===== src/rtl/rom_arbiter.sv =====
// rom_arbiter: two requesters share one registered-address ROM through a three-stage read pipeline.
// Optional macro ROM_ARB_FIXED_PRIO_EN swaps round-robin arbitration for fixed priority (requester 0 wins).
module rom_arbiter #(
  parameter int ADDR_W = 6,
  parameter int DATA_W = 8
) (
  input  logic              clk,
  input  logic              reset,
  input  logic              req0,
  input  logic              req1,
  input  logic [ADDR_W-1:0] addr0,
  input  logic [ADDR_W-1:0] addr1,
  output logic              gnt0,
  output logic              gnt1,
  output logic [DATA_W-1:0] rdata0,
  output logic [DATA_W-1:0] rdata1,
  output logic              rvalid0,
  output logic              rvalid1,
  output logic [ADDR_W-1:0] rom_addr,
  output logic              rom_enable_out,
  input  logic [DATA_W-1:0] rom_data
);

  logic [1:0]        req;
  logic [1:0]        gnt;
  logic              gnt_any;
  logic              gnt_id;
  logic [ADDR_W-1:0] gnt_addr;
  logic              addr_valid_reg;
  logic              addr_id_reg;
  logic              data_id_reg;
  logic [1:0]        rvalid_vec;
  logic [DATA_W-1:0] rdata_vec [2];

  assign req = {req1, req0};

`ifdef ROM_ARB_FIXED_PRIO_EN
  always_comb begin
    gnt = 2'b00;
    if (reset) begin
      gnt[0] = req[0];
      gnt[1] = req[1] & ~req[0];
    end
  end
`else
  // Requester granted most recently; starts at 1 so the first contended grant goes to 0.
  logic last_reg;

  always_comb begin
    gnt = 2'b00;
    if (reset) begin
      if (&req) begin
        gnt[0] = last_reg;
        gnt[1] = ~last_reg;
      end else begin
        gnt = req;
      end
    end
  end

  always_ff @(posedge clk or negedge reset) begin
    if (!reset) begin
      last_reg <= 1'b1;
    end else if (gnt_any) begin
      last_reg <= gnt_id;
    end
  end
`endif

  assign gnt_any  = |gnt;
  assign gnt_id   = gnt[1];
  assign gnt_addr = gnt_id ? addr1 : addr0;
  assign gnt0     = gnt[0];
  assign gnt1     = gnt[1];

  // Address stage (C1) and ROM data stage (C2); rom_enable_out doubles as the C2 valid flag.
  always_ff @(posedge clk or negedge reset) begin
    if (!reset) begin
      rom_addr       <= '0;
      addr_valid_reg <= 1'b0;
      addr_id_reg    <= 1'b0;
      rom_enable_out <= 1'b0;
      data_id_reg    <= 1'b0;
    end else begin
      if (gnt_any) begin
        rom_addr <= gnt_addr;
      end
      addr_valid_reg <= gnt_any;
      addr_id_reg    <= gnt_id;
      rom_enable_out <= addr_valid_reg;
      data_id_reg    <= addr_id_reg;
    end
  end

  generate
    for (genvar gi = 0; gi < 2; gi++) begin : g_ret
      logic [DATA_W-1:0] rdata_reg;
      logic              rvalid_reg;
      logic              hit;

      assign hit = rom_enable_out && (data_id_reg == 1'(gi));

      always_ff @(posedge clk or negedge reset) begin
        if (!reset) begin
          rdata_reg  <= '0;
          rvalid_reg <= 1'b0;
        end else begin
          rvalid_reg <= hit;
          if (hit) begin
            rdata_reg <= rom_data;
          end
        end
      end

      assign rvalid_vec[gi] = rvalid_reg;
      assign rdata_vec[gi]  = rdata_reg;
    end
  endgenerate

  assign rvalid0 = rvalid_vec[0];
  assign rvalid1 = rvalid_vec[1];
  assign rdata0  = rdata_vec[0];
  assign rdata1  = rdata_vec[1];

endmodule


===== config.mk =====
export PLATFORM = sky130hd
export DESIGN_NAME = rom_arbiter
export DESIGN_NICKNAME = d
export VERILOG_FILES = /design/src/rtl/rom_arbiter.sv
export SDC_FILE = /design/constraint.sdc
export NUM_CORES = 1
export LEC_CHECK = 0
export CORE_MARGIN = 5
export CORE_UTILIZATION = 59
export CTS_CLUSTER_SIZE = 40
export DETAILED_ROUTE_END_ITERATION = 12
export DONT_BUFFER_PORTS = 1
export GPL_ROUTABILITY_DRIVEN = 0
export PLACE_DENSITY = 0.75
export SYNTH_ARGS = -nofsm -noshare
export SYNTH_HDL_FRONTEND = slang
export SYNTH_SLANG_ARGS = --single-unit
export TNS_END_PERCENT = 5

===== constraint.sdc =====
create_clock -name clk -period 1.4 [get_ports clk]
set_input_delay 0.28 -clock clk [delete_from_list [all_inputs] [get_ports clk]]
set_output_delay 0.28 -clock clk [all_outputs]
set_load 0.05 [all_outputs]

==> impl_metrics.env <==
export IMPL_drc_errors=0
export IMPL_avgSynthCellArea_um2=13.5
export IMPL_syn_to_final_growth_pct=18.8
export IMPL_ff_latch_area_um2=727
export IMPL_cts_tree="built"
export IMPL_setup_slack_ns=-0.0840
export IMPL_leakage_nw=0.578
export IMPL_design_area_um2=1350
export IMPL_post_route_period_util_pct=106
export IMPL_vias_per_cell=5.95
export IMPL_syn_inst=84
export IMPL_synth_yosys_seq_area_share_pct=64.2
export IMPL_crit_path_end_kind="output port"
export IMPL_io_buffers=0
export IMPL_grt_pass1_wl_um=3770
export IMPL_root_buffer="clkbuf_4"
export IMPL_violations="setup timing"
export IMPL_max_cap_violations=0
export IMPL_critPathLaunchType="register"
export IMPL_route_met2_wl_um=1140
export IMPL_grt_pass1_vias=779
export IMPL_drtIter0Drc=10
export IMPL_syn_area_um2=1130
export IMPL_postPlaceCellArea_um2=1200
export IMPL_antenna_cells=0
export IMPL_fin_skew_ns=0.00197
export IMPL_fp_dieH_um=53.8
export IMPL_route_vias_total=726
export IMPL_critPathKind="register to output port"
export IMPL_cts_clk_slew_worst_paths_ns=0.09
export IMPL_yosysWarnings=0
export IMPL_hold_viol=0
export IMPL_numCtsBuffers=5
export IMPL_routed_wl_met3_um=302
export IMPL_antenna_found_initial=0
export IMPL_clockBufferDepth=2
export IMPL_ir_drop_mv=0.928
export IMPL_drt_first_pass_iters=4
export IMPL_die_area_um2=2900
export IMPL_crit_fanout=2
export IMPL_num_io_pins=51
export IMPL_ys_seq_elements=29
export IMPL_p_per_area_nw_per_um2=1760
export IMPL_fillers=120
export IMPL_grt_max_degree=30
export IMPL_cts_num_sinks=29
export IMPL_grt_ovfl_total=0
export IMPL_wire_per_inst_um=19.0
export IMPL_final_common_cell="dfrtp_1"
export IMPL_holdCritPathClass="input port to register"
export IMPL_grt_use_total_pct=19.3
export IMPL_syn_nets=108
export IMPL_place_hpwl_um=1500
export IMPL_htreeDepth=2
export IMPL_drv_slew=0
export IMPL_initial_core_util_pct=63.5
export IMPL_nets=120
export IMPL_relSlewSlack_pct=65.7
export IMPL_finalWirelength_um=2320
export IMPL_critPathArrivalTime_ns=1.20
export IMPL_rsz0062_at_grt="true"
export IMPL_routed_top_layer="met4"
export IMPL_finish_utilization_pct=75.4
export IMPL_clk_insertion_delay_late_ns=0.32
export IMPL_dieWidth_um=53.8
export IMPL_multi_input_area_um2=410
export IMPL_core_area_um2=1780
export IMPL_cp_required_ns=1.12
export IMPL_status="complete, but fails checks"
export IMPL_tightest_slew_ns=0.515
export IMPL_whs_ns=0.106
export IMPL_fmax_ghz=0.674
export IMPL_ant_nets=0
export IMPL_layout_common_cells="dfrtp_1 (28), mux2_2 (16), o21ai_0 (6), nor2_1 (6)"
export IMPL_layout_min_cycle_time_ns=1.48
export IMPL_synth_distinct_cells=17
export IMPL_finalSetupViolations=2
export IMPL_num_rows=15
export IMPL_wl_met1_um=865
export IMPL_drive_above_1_share_pct=44.3
export IMPL_tns_ns=-0.125
==> per-layer routing <==
layer  up-vias  track usage, %
met1       361            22.1
met4         0            7.66
li1        318               -
met5         -               0
met2        45            29.4
met3         2            11.1
==> final timing paths <==
| kind | startpoint | endpoint | slack (ns) | cells past startpoint |
|---|---|---|---|---|
| min in group asynchronous | reset | rdata1[5]$_DFFE_PN0P_ | 0.40 | 2 |
| max in group asynchronous | reset | last_reg$_DFFE_PN1P_ | 0.77 | 2 |
| hold reg to reg | addr_id_reg$_DFF_PN0_ | data_id_reg$_DFF_PN0_ | 0.35 | 0 |
| setup / recovery | last_reg$_DFFE_PN1P_ | gnt0 | -0.08 | 3 |
| setup reg to reg | last_reg$_DFFE_PN1P_ | rom_addr[0]$_DFFE_PN0P_ | 0.09 | 4 |
| hold / removal | rom_data[7] | rdata0[7]$_DFFE_PN0P_ | 0.11 | 1 |
==> repair_timing <==
action                     CTS  global route
hold endpoints to repair    29             0
gates resized for setup      5             5
buffers inserted             1             0
hold buffers                 2             0
pin swaps                    3             3
setup endpoints to repair    4             5
==> report_power, final <==
group / switching [mW] / internal [mW] / total [mW] / leakage, nW
combinational: 0.128 / 0.150 / 0.278 / 0.195
clock: 0.282 / 0.291 / 0.573 / 0.0413
sequential: 0.554 / 0.968 / 1.52 / 0.342
==> synth_stat cells, drive strengths merged <==
master   n  area share (%)
a21oi    1            0.44
a31oi    6             3.3
and2     1            0.77
buf      4             2.3
dfrtp   28              62
dfstp    1             2.3
inv      2            0.66
mux2    16              16
nand2    3            0.99
nor2     7             2.3
nor2b    1            0.55
o21a     1            0.66
o21ai    6             2.7
o22ai    1            0.55
or3b     6             4.6
==> critical path, cell delays in order (launching register included) <==
cell	delay [ns]
dfstp_2	0.55
inv_2	0.05
a21oi_4	0.13
buf_12	0.15
==> cells by family after synthesis <==
kind of cell	count (synthesis)	synth area share (%)
flops	29	64.2
simple gates	18	9.28
buf+inv	6	2.98
mux	16	15.9
compound gates	15	7.62
==> metrics by stage <==
| stage | instances | setup WS (ns) | total power [mW] |
|---|---|---|---|
| 4_1_cts | 122 | -0.0910 | 2.38 |
| 3_3_place_gp | 111 | -0.0778 | 1.75 |
| 6_report | 122 | -0.0840 | 2.37 |
| 2_1_floorplan | 84 | -0.154 | 1.70 |
| 5_1_grt | 122 | -0.136 | 2.47 |
| 3_5_place_dp | 111 | -0.107 | 1.76 |
==> layout make-up <==
class	instances	share of cell area [%]
flip-flops and latches	29	54.0
clock buffers	7	4.84
well taps	25	2.33
repair buffers	9	7.35
multi-input cells	49	30.5
inverters	2	0.558
clock inverters	1	0.372
(Power assumes the default switching activity.)
